`src/rtl/ram40_arb_pkg.sv`:
```
// Shared types and constants for the two-requester SB_RAM40_4K controller.
package ram40_arb_pkg;

    localparam int ADDR_W_DEF = 8;
    localparam int DATA_W_DEF = 16;

    typedef enum logic {
        ST_INIT = 1'b0,
        ST_RUN  = 1'b1
    } state_t;

    // Requester index: 0 or 1.
    typedef logic req_id_t;

    // Highest word address for a given address width.
    function automatic int init_last(input int aw);
        return (1 << aw) - 1;
    endfunction

    localparam int INIT_LAST = init_last(ADDR_W_DEF);

endpackage

```
`src/rtl/ram40_arbiter_if.sv`:
```
// Client-side bundle: two request/response channels plus the init status flag.
interface ram40_arbiter_if
    import ram40_arb_pkg::*;
#(
    parameter int ADDR_W = ADDR_W_DEF,
    parameter int DATA_W = DATA_W_DEF
);

    logic              req_0;
    logic              req_1;
    logic              wr_0;
    logic              wr_1;
    logic [ADDR_W-1:0] addr_0;
    logic [ADDR_W-1:0] addr_1;
    logic [DATA_W-1:0] wdata_0;
    logic [DATA_W-1:0] wdata_1;
    logic [DATA_W-1:0] mask_0;
    logic [DATA_W-1:0] mask_1;
    logic              gnt_0;
    logic              gnt_1;
    logic              rvalid_0;
    logic              rvalid_1;
    logic [DATA_W-1:0] rdata_0;
    logic [DATA_W-1:0] rdata_1;
    logic              init_done;

    // Client logic drives requests and consumes grants/read data.
    modport master (
        output req_0, req_1, wr_0, wr_1, addr_0, addr_1,
               wdata_0, wdata_1, mask_0, mask_1,
        input  gnt_0, gnt_1, rvalid_0, rvalid_1, rdata_0, rdata_1, init_done
    );

    // The arbiter sees the mirror image.
    modport slave (
        input  req_0, req_1, wr_0, wr_1, addr_0, addr_1,
               wdata_0, wdata_1, mask_0, mask_1,
        output gnt_0, gnt_1, rvalid_0, rvalid_1, rdata_0, rdata_1, init_done
    );

endinterface

```
`src/rtl/ram40_rr_arb.sv`:
```
// Two-way grant logic: round-robin or fixed priority, with the last accepted
// winner remembered so a contested cycle alternates fairly.
module ram40_rr_arb
    import ram40_arb_pkg::*;
#(
    parameter bit FIXED_PRIO = 1'b0
) (
    input  logic       clk,
    input  logic       rst,
    input  logic [1:0] req,
    input  logic       accept,
    output logic [1:0] gnt,
    output req_id_t    sel
);

    req_id_t last_gnt;

    // Pick the winner; with no request, sel stays on the previous winner so
    // the RAM address/data lines do not toggle needlessly.
    always_comb begin
        // NOTE: every output gets a default first so no path leaves one unassigned, which would infer a latch.
        gnt = 2'b00;
        sel = last_gnt;
        case (req)
            2'b01: begin
                sel = 1'b0;
                gnt = 2'b01;
            end
            2'b10: begin
                sel = 1'b1;
                gnt = 2'b10;
            end
            2'b11: begin
                sel = FIXED_PRIO ? 1'b0 : ~last_gnt;
                gnt = sel ? 2'b10 : 2'b01;
            end
            default: ;
        endcase
    end

    // Track the last accepted winner; idle cycles leave it untouched.
    always_ff @(posedge clk or posedge rst) begin
        // NOTE: state registers use non-blocking assignment so every flop samples pre-edge values.
        if (rst) begin
            last_gnt <= 1'b1;
        end else if (accept) begin
            last_gnt <= sel;
        end
    end

endmodule

```
`src/rtl/ram40_arbiter.sv`:
```
// Two-requester controller for one SB_RAM40_4K (256x16, mode 0). Clears the
// RAM after reset when INIT_CLEAR is set, then grants one access per cycle
// and returns registered read data to whichever requester asked for it.
module ram40_arbiter
    import ram40_arb_pkg::*;
#(
    parameter int ADDR_W     = ADDR_W_DEF,
    parameter int DATA_W     = DATA_W_DEF,
    parameter bit INIT_CLEAR = 1'b1,
    parameter bit FIXED_PRIO = 1'b0
) (
    input  logic              clk,
    input  logic              rst,
    ram40_arbiter_if.slave    bus,
    output logic [ADDR_W-1:0] ram_waddr,
    output logic [ADDR_W-1:0] ram_raddr,
    output logic [DATA_W-1:0] ram_wdata,
    output logic [DATA_W-1:0] ram_mask,
    output logic              ram_we,
    output logic              ram_wclke,
    output logic              ram_re,
    output logic              ram_rclke,
    input  logic [DATA_W-1:0] ram_rdata
);

    localparam logic [ADDR_W-1:0] LAST_ADDR   = ADDR_W'(init_last(ADDR_W));
    localparam state_t            RESET_STATE = INIT_CLEAR ? ST_INIT : ST_RUN;

    state_t            state;
    logic [ADDR_W-1:0] init_cnt;
    logic              init_done_q;

    logic              serve;
    logic              init_we;
    logic [1:0]        req_run;
    logic [1:0]        gnt;
    req_id_t           sel;
    logic              accept;
    logic              sel_wr;

    logic              tag_valid;
    req_id_t           tag_id;
    logic              rvalid_0_q;
    logic              rvalid_1_q;
    logic [DATA_W-1:0] rdata_0_q;
    logic [DATA_W-1:0] rdata_1_q;

    assign serve   = (state == ST_RUN) && !rst;
    assign init_we = (state == ST_INIT) && !rst;
    assign req_run = {bus.req_1, bus.req_0} & {2{serve}};
    assign accept  = |gnt;
    assign sel_wr  = sel ? bus.wr_1 : bus.wr_0;

    ram40_rr_arb #(
        .FIXED_PRIO (FIXED_PRIO)
    ) u_arb (
        .clk    (clk),
        .rst    (rst),
        .req    (req_run),
        .accept (accept),
        .gnt    (gnt),
        .sel    (sel)
    );

    // Init sequencer: sweep every word once, then serve requests until reset.
    // NOTE: the RAM array itself cannot be reset, so it is cleared by writing zeros here rather than by rst.
    always_ff @(posedge clk or posedge rst) begin
        if (rst) begin
            state       <= RESET_STATE;
            init_cnt    <= '0;
            init_done_q <= 1'b0;
        end else begin
            case (state)
                ST_INIT: begin
                    init_cnt <= init_cnt + ADDR_W'(1);
                    if (init_cnt == LAST_ADDR) begin
                        state       <= ST_RUN;
                        init_done_q <= 1'b1;
                    end
                end
                ST_RUN: begin
                    init_done_q <= 1'b1;
                end
                default: begin
                    state <= RESET_STATE;
                end
            endcase
        end
    end

    // RAM port mux: init clear overrides, otherwise the current winner drives.
    always_comb begin
        ram_waddr = sel ? bus.addr_1  : bus.addr_0;
        ram_raddr = sel ? bus.addr_1  : bus.addr_0;
        ram_wdata = sel ? bus.wdata_1 : bus.wdata_0;
        ram_mask  = sel ? bus.mask_1  : bus.mask_0;
        ram_we    = accept && sel_wr;
        ram_re    = accept && !sel_wr;
        if (init_we) begin
            ram_waddr = init_cnt;
            ram_wdata = '0;
            ram_mask  = '0;
            ram_we    = 1'b1;
            ram_re    = 1'b0;
        end
    end

    assign ram_wclke = ram_we;
    assign ram_rclke = ram_re;

    // Read return: tag the accepted read, capture primitive data one edge later.
    always_ff @(posedge clk or posedge rst) begin
        if (rst) begin
            tag_valid  <= 1'b0;
            tag_id     <= 1'b0;
            rvalid_0_q <= 1'b0;
            rvalid_1_q <= 1'b0;
            rdata_0_q  <= '0;
            rdata_1_q  <= '0;
        end else begin
            tag_valid  <= ram_re;
            tag_id     <= sel;
            rvalid_0_q <= tag_valid && !tag_id;
            rvalid_1_q <= tag_valid && tag_id;
            if (tag_valid && !tag_id) begin
                rdata_0_q <= ram_rdata;
            end
            if (tag_valid && tag_id) begin
                rdata_1_q <= ram_rdata;
            end
        end
    end

    assign bus.gnt_0     = gnt[0];
    assign bus.gnt_1     = gnt[1];
    assign bus.rvalid_0  = rvalid_0_q;
    assign bus.rvalid_1  = rvalid_1_q;
    assign bus.rdata_0   = rdata_0_q;
    assign bus.rdata_1   = rdata_1_q;
    assign bus.init_done = init_done_q;

endmodule

```
`src/flat_wrapper.sv`:
```
// flat-port wrapper written by rule: the top's interface ports become plain ports
module ram40_arbiter_flat import ram40_arb_pkg::*;
#(
    parameter int ADDR_W     = ADDR_W_DEF,
    parameter int DATA_W     = DATA_W_DEF,
    parameter bit INIT_CLEAR = 1'b1,
    parameter bit FIXED_PRIO = 1'b0
)
  (clk, rst, ram_waddr, ram_raddr, ram_wdata, ram_mask, ram_we, ram_wclke, ram_re, ram_rclke, ram_rdata, bus_req_0, bus_req_1, bus_wr_0, bus_wr_1, bus_addr_0, bus_addr_1, bus_wdata_0, bus_wdata_1, bus_mask_0, bus_mask_1, bus_gnt_0, bus_gnt_1, bus_rvalid_0, bus_rvalid_1, bus_rdata_0, bus_rdata_1, bus_init_done);
  ram40_arbiter_if #(.ADDR_W(ADDR_W), .DATA_W(DATA_W)) bus_i ();
  input  logic clk;
  input  logic rst;
  output logic [ADDR_W-1:0] ram_waddr;
  output logic [ADDR_W-1:0] ram_raddr;
  output logic [DATA_W-1:0] ram_wdata;
  output logic [DATA_W-1:0] ram_mask;
  output logic ram_we;
  output logic ram_wclke;
  output logic ram_re;
  output logic ram_rclke;
  input  logic [DATA_W-1:0] ram_rdata;
  input wire logic [$bits(bus_i.req_0)-1:0] bus_req_0;
  input wire logic [$bits(bus_i.req_1)-1:0] bus_req_1;
  input wire logic [$bits(bus_i.wr_0)-1:0] bus_wr_0;
  input wire logic [$bits(bus_i.wr_1)-1:0] bus_wr_1;
  input wire logic [$bits(bus_i.addr_0)-1:0] bus_addr_0;
  input wire logic [$bits(bus_i.addr_1)-1:0] bus_addr_1;
  input wire logic [$bits(bus_i.wdata_0)-1:0] bus_wdata_0;
  input wire logic [$bits(bus_i.wdata_1)-1:0] bus_wdata_1;
  input wire logic [$bits(bus_i.mask_0)-1:0] bus_mask_0;
  input wire logic [$bits(bus_i.mask_1)-1:0] bus_mask_1;
  output wire logic [$bits(bus_i.gnt_0)-1:0] bus_gnt_0;
  output wire logic [$bits(bus_i.gnt_1)-1:0] bus_gnt_1;
  output wire logic [$bits(bus_i.rvalid_0)-1:0] bus_rvalid_0;
  output wire logic [$bits(bus_i.rvalid_1)-1:0] bus_rvalid_1;
  output wire logic [$bits(bus_i.rdata_0)-1:0] bus_rdata_0;
  output wire logic [$bits(bus_i.rdata_1)-1:0] bus_rdata_1;
  output wire logic [$bits(bus_i.init_done)-1:0] bus_init_done;
  assign bus_i.req_0 = bus_req_0;
  assign bus_i.req_1 = bus_req_1;
  assign bus_i.wr_0 = bus_wr_0;
  assign bus_i.wr_1 = bus_wr_1;
  assign bus_i.addr_0 = bus_addr_0;
  assign bus_i.addr_1 = bus_addr_1;
  assign bus_i.wdata_0 = bus_wdata_0;
  assign bus_i.wdata_1 = bus_wdata_1;
  assign bus_i.mask_0 = bus_mask_0;
  assign bus_i.mask_1 = bus_mask_1;
  assign bus_gnt_0 = bus_i.gnt_0;
  assign bus_gnt_1 = bus_i.gnt_1;
  assign bus_rvalid_0 = bus_i.rvalid_0;
  assign bus_rvalid_1 = bus_i.rvalid_1;
  assign bus_rdata_0 = bus_i.rdata_0;
  assign bus_rdata_1 = bus_i.rdata_1;
  assign bus_init_done = bus_i.init_done;
  ram40_arbiter #(.ADDR_W(ADDR_W), .DATA_W(DATA_W), .INIT_CLEAR(INIT_CLEAR), .FIXED_PRIO(FIXED_PRIO)) u_core (.clk(clk), .rst(rst), .bus(bus_i), .ram_waddr(ram_waddr), .ram_raddr(ram_raddr), .ram_wdata(ram_wdata), .ram_mask(ram_mask), .ram_we(ram_we), .ram_wclke(ram_wclke), .ram_re(ram_re), .ram_rclke(ram_rclke), .ram_rdata(ram_rdata));
endmodule
```
`config.mk`:
```
export PLATFORM = sky130hd
export DESIGN_NAME = ram40_arbiter_flat
export DESIGN_NICKNAME = d
export VERILOG_FILES = /design/src/rtl/ram40_arb_pkg.sv /design/src/rtl/ram40_arbiter_if.sv /design/src/rtl/ram40_rr_arb.sv /design/src/rtl/ram40_arbiter.sv /design/src/flat_wrapper.sv
export SDC_FILE = /design/constraint.sdc
export NUM_CORES = 1
export LEC_CHECK = 0
export CELL_PAD_IN_SITES_DETAIL_PLACEMENT = 1
export CELL_PAD_IN_SITES_GLOBAL_PLACEMENT = 2
export CORE_MARGIN = 8
export CORE_UTILIZATION = 21
export CTS_CLUSTER_SIZE = 14
export DETAILED_ROUTE_END_ITERATION = 6
export MAX_ROUTING_LAYER = met4
export PLACE_DENSITY_LB_ADDON = 0.1
export REMOVE_ABC_BUFFERS = 1
export SETUP_SLACK_MARGIN = 0.2
export SKIP_CTS_REPAIR_TIMING = 1
export SYNTH_ARGS = -nofsm -noshare
export SYNTH_HDL_FRONTEND = slang
export SYNTH_SLANG_ARGS = --single-unit
```
`constraint.sdc`:
```
create_clock -name clk -period 2.74 [get_ports clk]
set_input_delay 0.274 -clock clk [delete_from_list [all_inputs] [get_ports clk]]
set_output_delay 0.274 -clock clk [all_outputs]
set_load 0.05 [all_outputs]
```
==> reports/qor.csv <==
stage,metric,value,unit
drt,wirelength,10.5,mm
die,die_width,127,um
drt,wl_per_cell,19.0,um
worst_setup_path,cp_max_fo,10,
finish,multi_input_comb_area,1260,um^2
cts,worstSkewPairLatency,0.28,ns
cts,cts_tree,done,
die,io_pins,191,
global_route,grt_pass1_wl,16.5,mm
worst_setup_path,rr_worst_depth,6,
drt,drt.antenna.violating_nets,0,
global_route,antenna_found_initial,0,
global_route,grt_pass1_vias,2741,
run,drv_cap,0,
finish,seq_area,1180,um^2
power,irDropWorstVdd,0.275,mV
finish,synthToLayoutAreaGrowth,100,%
sta,hold_slack,0.409,ns
worst_setup_path,cp-end-kind,primary output,
cts,clkTransAtPathRegs,0.07,ns
outcome,outcome,"complete, no violations",
cts,cts_sinks,47,
worst_setup_path,reg2reg_to,u_core.tag_valid,
worst_setup_path,critPathRequiredTime,2.47,ns
drt,wl_met3,1.16,mm
place,hpwl,8.94,mm
sta,slew_violations,0,
finish,drive_gt1_share,31.4,%
sta,fin_crit,2.44,ns
global_route,grt_max_degree,39,
sta,max_freq,0.410,GHz
sta,rsz0062_at_grt,no,
yosys,synth.distinct_cells,30,
power,power_density,391,nW/um^2
worst_setup_path,worstSetupPathType,input pin to primary output,
worst_setup_path,cp-endpoint,ram_waddr[0],
sta,finalCritPeriodShare,89.1,%
power,p_leak,0.00245,uW
worst_setup_path,critical_path_arrival,2.17,ns
power,seq_power_share,35.2,%
worst_setup_path,crit_start,rst,
cts,cts_made_buffers,5,
finish,nNetsFinal,510,
power,p_switching,554,uW
finish,stdcell_count,555,
power,p_clk_share,35.1,%
finish,num_antenna_cells,0,
drt,num_vias,2378,
die,rows,40,
die,dieArea,16100,um^2
yosys,synth_area,2580,um^2
drt,dr.max_layer_used,met4,
die,core-area,12000,um^2
place,port_buffers,190,
sta,maxSlewHeadroom,43.7,%
drt,wl_met1,4.33,mm
cts,cts_buffer_depth,2,
global_route,overflow,0,
sta,hold_viol_final,0,
die,die_h,127,um
yosys,synth-seq-cells,47,
drt,drc,0,
drt,route.met2.wl,4.99,mm
sta,fin_skew,0.00843,ns
drt,first_pass_iters,4,
cts,cts_root_buf,clkbuf_16,
yosys,yosysWarnings,0,
finish,fillers,1270,
yosys,synth.avg_cell_area,12.0,um^2
place,gp_congestion,0.736,
global_route,track_usage,13.5,%
cts,htreeDepth,2,
sta,worst_pin_slew,0.842,ns
worst_setup_path,timing.rr.start,u_core.u_arb.last_gnt,
drt,viasPerCell,4.28,
power,internal_power,1470,uW
worst_setup_path,critPathLaunchType,input pin,
worst_hold_path,hp-class,input pin to async pin,
power,sw_frac_of_total,27.4,%
sta,final-setup-viol-count,0,
power,p_comb_share,29.7,%
yosys,synthCells,215,
die,start_util,21.5,%
place,dp_cells,546,
worst_setup_path,rrSetupSlack,1.05,ns
yosys,synth-seq-area-share,45.6,%
drt,drt-initial-drc-count,80,
-- layout by cell type (no fill, tap or decap), types with 5 or more instances in the layout --
| cell | instances |
|---|---|
| mux2i_1 | 33 |
| clkdlybuf4s50_1 | 137 |
| dfrtp_1 | 46 |
| nand2_1 | 5 |
| xnor2_1 | 5 |
| buf_12 | 41 |
| clkbuf_16 | 5 |
| mux2_2 | 45 |
| nor2_1 | 37 |
| buf_4 | 21 |
-- cells by family after synthesis --
logic type	share of synthesized area, %
AO/OA/AOI/OAI	1.41
XOR/XNOR	2.38
adder cells (fa/ha/maj)	0.485
buffers and inverters	5.43
flip-flops	45.6
multiplexers	34.8
AND/OR/NAND/NOR	9.89
-- cell usage after synthesis --
| master | n | area share, % |
|---|---|---|
| buf_4 | 3 | 0.87 |
| inv_1 | 4 | 0.58 |
| a22oi_4 | 1 | 0.82 |
| nor2b_1 | 2 | 0.48 |
| a21oi_1 | 1 | 0.19 |
| mux2i_1 | 33 | 13 |
| or2_2 | 2 | 0.48 |
| mux2_4 | 4 | 2.3 |
| dfstp_2 | 1 | 1.0 |
| nor2_1 | 38 | 5.5 |
| buf_1 | 1 | 0.15 |
| clkbuf_1 | 5 | 0.73 |
| buf_2 | 1 | 0.19 |
| nand2_1 | 5 | 0.73 |
| nand4_1 | 2 | 0.48 |
| nor2b_2 | 1 | 0.34 |
| nand3b_2 | 1 | 0.44 |
| or3_1 | 1 | 0.24 |
| buf_8 | 1 | 0.58 |
| mux2_2 | 45 | 20 |
| ha_1 | 1 | 0.48 |
| nand3_1 | 1 | 0.19 |
| nand2b_1 | 1 | 0.24 |
| buf_12 | 3 | 2.3 |
| and2b_4 | 1 | 0.39 |
| o21ai_0 | 2 | 0.39 |
| nand4b_1 | 1 | 0.34 |
| xor2_1 | 2 | 0.68 |
| dfrtp_1 | 46 | 45 |
| xnor2_1 | 5 | 1.7 |
-- worst min-delay path by stage --
stage | end | slack (ns) | cells past startpoint
2_1_floorplan | u_core.bus.rdata_1[0] | 0.42 | 1
3_3_place_gp | u_core.bus.init_done | 0.49 | 1
3_5_place_dp | u_core.bus.init_done | 0.48 | 1
4_1_cts | u_core.init_cnt[1] | 0.43 | 3
5_1_grt | u_core.init_cnt[1] | 0.45 | 3
6_report | u_core.init_cnt[6] | 0.41 | 3
-- critical path: stages --
cell and delay (ns):
clkdlybuf4s50_1 0.50, and2b_4 0.21, a22oi_4 0.21, buf_12 0.16, mux2_2 0.34, mux2_2 0.27, buf_4 0.20
-- metrics by stage --
| step | setup TNS [ns] | area, um^2 | setup WS (ns) | util, % | power (uW) |
|---|---|---|---|---|---|
| after floorplan | -9.81 | 2450 | -1.57 | - | 980 |
| after global placement | 0 | 4970 | 0.171 | 41.4 | 1330 |
| after detailed placement | 0 | 4970 | 0.144 | 41.4 | 1330 |
| after CTS | 0 | 5150 | 0.127 | 42.9 | 2050 |
| after global routing | 0 | 5170 | 0.203 | 43.0 | 2100 |
| final | 0 | 5170 | 0.299 | 43.0 | 2020 |
-- cell type report --
| class | instances | share of cell area [%] |
|---|---|---|
| Clock buffer | 6 | 2.69 |
| Multi-Input combinational cell | 150 | 24.5 |
| Tap cell | 147 | 3.56 |
| Inverter | 4 | 0.290 |
| Clock inverter | 2 | 0.750 |
| Sequential cell | 47 | 22.8 |
| Timing Repair Buffer | 199 | 45.5 |
-- power groups by stage --
stage / Clock [uW] / Sequential, uW / Combinational, uW
finish: 710 / 712 / 599
global route: 761 / 713 / 630
CTS: 733 / 711 / 607
detailed placement: 0 / 725 / 606
global placement: 0 / 724 / 601
floorplan: 0 / 767 / 213
-- registers in the layout, indices dropped and copies added (netlist names) --
| signal | cells |
|---|---|
| u_core.bus.rdata_0 | 16 |
| u_core.bus.rdata_1 | 16 |
| u_core.u_arb.last_gnt | 1 |
| u_core.bus.rvalid_1 | 1 |
| u_core.tag_valid | 1 |
| u_core.init_cnt | 8 |
| u_core.tag_id | 1 |
| u_core.state | 1 |
| u_core.bus.init_done | 1 |
| u_core.bus.rvalid_0 | 1 |
-- per-layer routing --
| metal | GRT usage, % | up-vias |
|---|---|---|
| met5 | - | - |
| met4 | 1.89 | 0 |
| met3 | 6.41 | 4 |
| met2 | 21.5 | 113 |
| met1 | 15.6 | 1140 |
| li1 | - | 1121 |
Power figures use the tool's default switching activity.
